<file path="src/rtl/clk_div_pkg.sv">
// -----------------------------------------------------------------------------
// clk_div_pkg
// Shared types and helpers for the programmable clock-divider controller.
//   state_e   : controller states (idle, running, ratio change pending, draining)
//   MIN_HALF  : smallest legal half-period in clk cycles
//   sat_half  : maps a requested half-period of 0 onto MIN_HALF
// -----------------------------------------------------------------------------
package clk_div_pkg;

    typedef enum logic [1:0] {
        StIdle  = 2'd0,
        StRun   = 2'd1,
        StPend  = 2'd2,
        StDrain = 2'd3
    } state_e;

    localparam int unsigned MIN_HALF = 1;

    // A half-period of zero would never reach its terminal count; treat it as 1.
    function automatic logic [31:0] sat_half(input logic [31:0] h);
        return (h == 32'd0) ? 32'(MIN_HALF) : h;
    endfunction

endpackage

</file>
<file path="src/rtl/clk_div_halfcnt.sv">
// -----------------------------------------------------------------------------
// clk_div_halfcnt
// Half-period counter. Counts clk cycles while run is high and raises toggle in
// the cycle the count reaches half-1; the count then restarts from zero.
// Ports:
//   clk, rstn : clock, asynchronous active-low reset
//   run       : count enable (controller is in an active state)
//   clear     : force the count to zero on the next edge (wins over run)
//   half      : current half-period H (always >= 1)
//   toggle    : combinational strobe, the divided output flips on this edge
// -----------------------------------------------------------------------------
module clk_div_halfcnt
    import clk_div_pkg::*;
#(
    parameter int unsigned CNT_W = 8
) (
    input  logic             clk,
    input  logic             rstn,
    input  logic             run,
    input  logic             clear,
    input  logic [CNT_W-1:0] half,
    output logic             toggle
);

    logic [CNT_W-1:0] cnt_q, cnt_d;

    // half >= 1, so half-1 never underflows and the compare never wraps.
    assign toggle = run && (cnt_q == half - CNT_W'(MIN_HALF));

    always_comb begin
        cnt_d = cnt_q;
        if (clear) begin
            cnt_d = '0;
        end else if (toggle) begin
            cnt_d = '0;
        end else if (run) begin
            cnt_d = cnt_q + CNT_W'(1);
        end
    end

    always_ff @(posedge clk or negedge rstn) begin
        if (!rstn) begin
            cnt_q <= '0;
        end else begin
            cnt_q <= cnt_d;
        end
    end

endmodule

</file>
<file path="src/rtl/clk_div_sched.sv">
// -----------------------------------------------------------------------------
// clk_div_sched
// Programmable clock-divider controller. Produces a registered 50% duty divided
// output with run-time configurable half-period H. New ratios are accepted via a
// valid/ready handshake and only take effect on a falling edge of div, so no
// runt pulses are produced. Stopping waits for the high phase to complete.
//
// Optional feature (define DIVCTRL_STATUS_EN):
//   period_cnt  : 16-bit count of div falling edges, wraps, reset to 0
//   cfg_applied : one-cycle pulse when a pending half-period takes effect
//
// Ports:
//   clk, rstn : system clock, asynchronous active-low reset
//   en        : level-sensitive run request
//   cfg_valid : new half-period offered on cfg_div
//   cfg_ready : controller can accept cfg_div (idle or running, nothing pending)
//   cfg_div   : requested half-period in clk cycles, 0 treated as 1
//   div       : divided output, period 2*H
//   tick      : pulse in every cycle in which div shows a new value
//   busy      : controller is running, has a change pending, or is draining
// -----------------------------------------------------------------------------
module clk_div_sched
    import clk_div_pkg::*;
#(
    parameter int unsigned CNT_W    = 8,
    parameter int unsigned RST_HALF = 1
) (
    input  logic             clk,
    input  logic             rstn,
    input  logic             en,
    input  logic             cfg_valid,
    output logic             cfg_ready,
    input  logic [CNT_W-1:0] cfg_div,
    output logic             div,
    output logic             tick,
    output logic             busy
`ifdef DIVCTRL_STATUS_EN
    ,
    output logic [15:0]      period_cnt,
    output logic             cfg_applied
`endif
);

    state_e           state_q, state_d;
    logic [CNT_W-1:0] half_q, half_d;
    logic [CNT_W-1:0] pend_q, pend_d;
    logic             pending_q, pending_d;
    logic             div_q, div_d;
    logic             tick_q;
    logic             apply_pend;

    logic             accept;
    logic [CNT_W-1:0] cfg_h;
    logic             toggle;
    logic             fall;
    logic             cnt_run;
    logic             cnt_clear;

    assign cfg_ready = (state_q == StIdle) || (state_q == StRun);
    assign accept    = cfg_valid && cfg_ready;
    assign cfg_h     = CNT_W'(sat_half(32'(cfg_div)));
    assign fall      = toggle && div_q;

    assign cnt_run   = (state_q != StIdle);
    // Any return to idle restarts the next run from a zero count.
    assign cnt_clear = (state_d == StIdle);

    clk_div_halfcnt #(
        .CNT_W (CNT_W)
    ) u_halfcnt (
        .clk    (clk),
        .rstn   (rstn),
        .run    (cnt_run),
        .clear  (cnt_clear),
        .half   (half_q),
        .toggle (toggle)
    );

    always_comb begin
        state_d    = state_q;
        half_d     = half_q;
        pend_d     = pend_q;
        pending_d  = pending_q;
        div_d      = div_q;
        apply_pend = 1'b0;

        unique case (state_q)
            StIdle: begin
                div_d = 1'b0;
                // Loaded immediately, so a start in the same cycle uses it.
                if (accept) begin
                    half_d = cfg_h;
                end
                if (en) begin
                    state_d = StRun;
                end
            end

            StRun, StPend, StDrain: begin
                if (toggle) begin
                    div_d = ~div_q;
                end
                // Only possible in StRun; cfg_ready is low elsewhere.
                if (accept) begin
                    pend_d    = cfg_h;
                    pending_d = 1'b1;
                end

                if (!en) begin
                    if (!div_q || fall) begin
                        // Low phase (suppress any rising toggle) or the high
                        // phase ends right now: stop without a runt.
                        state_d    = StIdle;
                        div_d      = 1'b0;
                        apply_pend = pending_d;
                    end else begin
                        state_d = StDrain;
                    end
                end else if (pending_q && fall) begin
                    // The old H finished its period; switch at this boundary.
                    apply_pend = 1'b1;
                    state_d    = StRun;
                end else if (pending_d) begin
                    state_d = StPend;
                end else begin
                    state_d = StRun;
                end
            end
        endcase

        if (apply_pend) begin
            half_d    = pend_d;
            pending_d = 1'b0;
        end
    end

    always_ff @(posedge clk or negedge rstn) begin
        if (!rstn) begin
            state_q   <= StIdle;
            half_q    <= CNT_W'(RST_HALF);
            pend_q    <= CNT_W'(RST_HALF);
            pending_q <= 1'b0;
            div_q     <= 1'b0;
            tick_q    <= 1'b0;
        end else begin
            state_q   <= state_d;
            half_q    <= half_d;
            pend_q    <= pend_d;
            pending_q <= pending_d;
            div_q     <= div_d;
            tick_q    <= div_d ^ div_q;
        end
    end

    assign div  = div_q;
    assign tick = tick_q;
    assign busy = (state_q != StIdle);

`ifdef DIVCTRL_STATUS_EN
    logic [15:0] period_cnt_q;
    logic        cfg_applied_q;

    always_ff @(posedge clk or negedge rstn) begin
        if (!rstn) begin
            period_cnt_q  <= '0;
            cfg_applied_q <= 1'b0;
        end else begin
            if (div_q && !div_d) begin
                period_cnt_q <= period_cnt_q + 16'd1;
            end
            cfg_applied_q <= apply_pend;
        end
    end

    assign period_cnt  = period_cnt_q;
    assign cfg_applied = cfg_applied_q;
`endif

endmodule

</file>
<file path="config.mk">
export PLATFORM = sky130hd
export DESIGN_NAME = clk_div_sched
export DESIGN_NICKNAME = d
export VERILOG_FILES = /design/src/rtl/clk_div_pkg.sv /design/src/rtl/clk_div_halfcnt.sv /design/src/rtl/clk_div_sched.sv
export SDC_FILE = /design/constraint.sdc
export NUM_CORES = 1
export LEC_CHECK = 0
export ABC_AREA = 1
export CORE_ASPECT_RATIO = 0.8
export CORE_MARGIN = 5
export CORE_UTILIZATION = 40
export CTS_BUF_LIST = sky130_fd_sc_hd__clkbuf_4 sky130_fd_sc_hd__clkbuf_8
export CTS_CLUSTER_DIAMETER = 200
export DETAILED_ROUTE_END_ITERATION = 16
export HOLD_SLACK_MARGIN = 0.08
export SYNTH_ARGS = -nofsm -noshare
export SYNTH_HDL_FRONTEND = slang
export SYNTH_SLANG_ARGS = --single-unit
</file>
<file path="constraint.sdc">
create_clock -name clk -period 2.3 [get_ports clk]
set_clock_uncertainty 0.2 [all_clocks]
set_input_delay 0.46 -clock clk [delete_from_list [all_inputs] [get_ports clk]]
set_output_delay 0.46 -clock clk [all_outputs]
set_load 0.1 [all_outputs]
</file>
==> results.txt <==
Slew Limit Fails -> 0
Reg clk slew, reported paths -> 0.07 ns
Hold Buf Count CTS -> 0
Vias/cell -> 4.767
cells along the critical path -> inv_4 -> ha_4 -> inv_2 -> nand2_2 -> nand2_1 -> nand2_1 -> nand2_1 -> nand3_2 -> nor2_4 -> nand3_4 -> inv_4 -> ha_4 -> a21oi_4 -> nor3_4 -> o21ai_4 -> clkinvlp_4 -> buf_4 -> a21oi_1
critical path endpoint category -> flip-flop
Multi-input gate area -> 1040 um^2
GRT Util Overall -> 0.1489
CTS tree -> built
Post-Syn Area -> 1777 um^2
post-route ant nets -> 0
Avg Inst Size Synth -> 8.302 um^2
Die Wd -> 84.52 um
Worst VDD drop -> 819.3 uV
power per cell area -> 1322 nW/um^2
Setup crit end -> pending_q
Final HPWL DP -> 2958 um
Area after DPL -> 2145 um^2
fin worst setup slack -> -0.2750 ns
CP peak stage delay -> 0.55 ns
Post-Synth XOR/XNOR Area -> 0.05423
initial antenna violation count -> 0
Critical Path RT -> 2.26 ns
synthesized flop and latch total -> 29
Setup-failing EPs final -> 21
final count of hold timing violations -> 0
Reg2Reg Depth -> 18
worst slew pin tran -> 0.4780 ns
total number of yosys warnings -> 0
Period Utilization, post-route -> 1.120
Reg area -> 728.2 um^2
main combinational cell family by area after synthesis -> simple AND/OR/NAND/NOR gates
r2r setup slk -> -0.27 ns
Crit path top cell by count -> nand2_1
gpl congestion -> 0.7933
Residual DRC -> 0
most frequent cells in the layout -> nand2_1 (42), inv_1 (27), dfrtp_1 (27), buf_4 (18), nand3_1 (14)
core area -> 4230 um^2
CTS Sinks -> 29
final WL -> 3987 um
CTS max path bufs -> 2
Worst Hold Class -> flip-flop to flip-flop
Worst EP arrival -> 2.54 ns
DRT iter0 DRCs -> 56
vias in the first global route -> 1,476
post-synthesis compound-gate area fraction -> 0.1155
Main synth FF type -> dfrtp_1
FF-to-FF End -> pending_q
share of post-route cells with drive strength above 1 -> 0.3789
CTS Buf Count -> 5
failing checks -> setup timing
status -> finished, violations left
cells after synthesis -> 214
Net Count, Synth -> 232
Setup TNS Final -> -4.989 ns
crit-path max FO -> 6
via count -> 1,492
RSZ-0062 raised after global routing -> yes
Worst Setup SP -> half_q[0]
layout net count -> 273
Clock Latency Late Sink -> 0.28 ns
simple-gate share of the synthesized area -> 0.2866
Synth Area in Adders -> 0.04225
WS Path Type -> flip-flop to flip-flop
crit path max-delay cell type -> dfstp_2
EDFF count, synth -> 0
Leakage -> 1.129 nW
largest net degree at the start of global routing -> 30
Worst slew margin -> 0.6814
mux contribution to synthesized area -> 0
Starting Density -> 0.4200
Die Height -> 69.61 um
Area Growth Syn to Fin -> 38.59%
post-route cell area -> 2462 um^2
sequential element share of the synthesized area -> 0.4099
Max Cap Viol -> 0
Remaining Overflow, GRT -> 0
drt first pass iters -> 4
fin crit period -> 2.575 ns
fmax -> 388.4 MHz
# rows -> 21
die area -> 5883 um^2
IO Pins -> 16
post-DR wirelength/cell -> 12.74 um
root buffer cell -> clkbuf_8
fillers -> 391
commonest non-fill, non-tap cell in the layout -> nand2_1
CP Launch Type -> flip-flop
Antenna Diode Count -> 0
CTS H-tree lvls -> 2
startpoint of the worst register-to-register path -> half_q[0]
global-route wire length before repair -> 7017 um
ys async rst share -> 1.000
Cell variety after synth -> 31
port bufs -> 15
==> area by class of cell <==
cell class / instances / share of cell area
Timing Repair Buffer: 34 / 0.1367
Clock buffer: 6 / 0.03354
Sequential cell: 29 / 0.2957
Clock inverter: 2 / 0.01524
Multi-Input combinational cell: 145 / 0.4223
Tap cell: 57 / 0.02896
Timing Repair inverter: 1 / 0.003049
Inverter: 39 / 0.06453
==> sequential cells by signal, indices dropped and copies added, names as in the netlist <==
signal / count
div: 1
half_q: 8
pend_q: 8
pending_q: 1
state_q: 2
tick: 1
u_halfcnt.cnt_q: 8
==> worst max-delay path, delay by kind of cell, from the launching register on <==
kind | cells | cell delay (ns)
and+or+nand+nor | 8 | 0.75
DFF | 1 | 0.55
buffers and inverters | 5 | 0.42
AOI/OAI and AO/OA | 3 | 0.22
adders and majority gates | 2 | 0.30
==> where the power goes <==
part	switching (W)	leakage (nW)	internal (W)	total (W)
clock	0.000199	0.0574	0.000352	0.000551
sequential	0.000172	0.368	0.000711	0.000882
combinational	0.00110	0.703	0.000721	0.00182
total	0.00147	1.13	0.00178	0.00325
==> layer usage <==
layer  share of wire  global-route usage  vias up
li1                -                   -      760
met1            0.51              0.2188      707
met2            0.44              0.2076       19
met3           0.037             0.04276        6
met4           0.012             0.04745        0
met5               0                   0        -
==> synthesized netlist by cell type, types with 2 or more instances <==
| library cell | instances | area [um^2] |
|---|---|---|
| inv_4 | 2 | 12.51 |
| nand4_1 | 3 | 18.77 |
| a22oi_1 | 6 | 45.04 |
| nand3_1 | 15 | 75.07 |
| inv_1 | 30 | 112.6 |
| dfstp_2 | 2 | 52.55 |
| a21oi_1 | 5 | 25.02 |
| nor2_2 | 11 | 68.82 |
| nand2_2 | 3 | 18.77 |
| inv_2 | 7 | 26.28 |
| ha_1 | 6 | 75.07 |
| dfrtp_1 | 27 | 675.7 |
| o21ai_2 | 3 | 26.28 |
| nand3_2 | 2 | 20.02 |
| o21ai_1 | 12 | 60.06 |
| xor2_1 | 9 | 78.83 |
| nand2_4 | 2 | 22.52 |
| xnor2_1 | 2 | 17.52 |
| nor2_4 | 3 | 33.78 |
| nor2_1 | 8 | 30.03 |
| nand2_1 | 46 | 172.7 |
==> metrics by stage <==
stage          std cells  power (W)  hold slack (ns)  worst slack [ns]  utilization
2_1_floorplan        214   0.002028         -0.03559          -0.06505            -
3_3_place_gp         296   0.002506           0.2590           -0.2399       0.5070
3_5_place_dp         296   0.002519           0.2616           -0.2758       0.5070
4_1_cts              308   0.003205           0.2815           -0.2752       0.5620
5_1_grt              313   0.003515           0.2931           -0.4128       0.5821
6_report             313   0.003255           0.2802           -0.2750       0.5821
==> worst min-delay path by stage <==
stage	end	slack, ns	start	cells past startpoint
after floorplan	div	-0.04	rstn	0
after global placement	pend_q[3]	0.26	pend_q[3]	2
after detailed placement	pend_q[3]	0.26	pend_q[3]	2
after CTS	pend_q[6]	0.28	pend_q[6]	2
after global routing	pend_q[6]	0.29	pend_q[6]	2
final	pend_q[6]	0.28	pend_q[6]	2
==> repair_timing <==
action,CTS,global route
endpoints found under the setup margin,19,21
gates resized for setup,19,12
gates cloned,1,0
pin swaps,17,12
buffers inserted,3,5
==> logic make-up (layout without fill, tap and decap cells) <==
| group | after synthesis | after routing |
|---|---|---|
| compound gates | 31 | 31 |
| xor+xnor | 11 | 11 |
| fa+ha+maj | 6 | 6 |
| buf+inv | 40 | 82 |
| flops | 29 | 29 |
| simple gates | 97 | 97 |
Note: power is estimated with default switching activity, not from simulation.
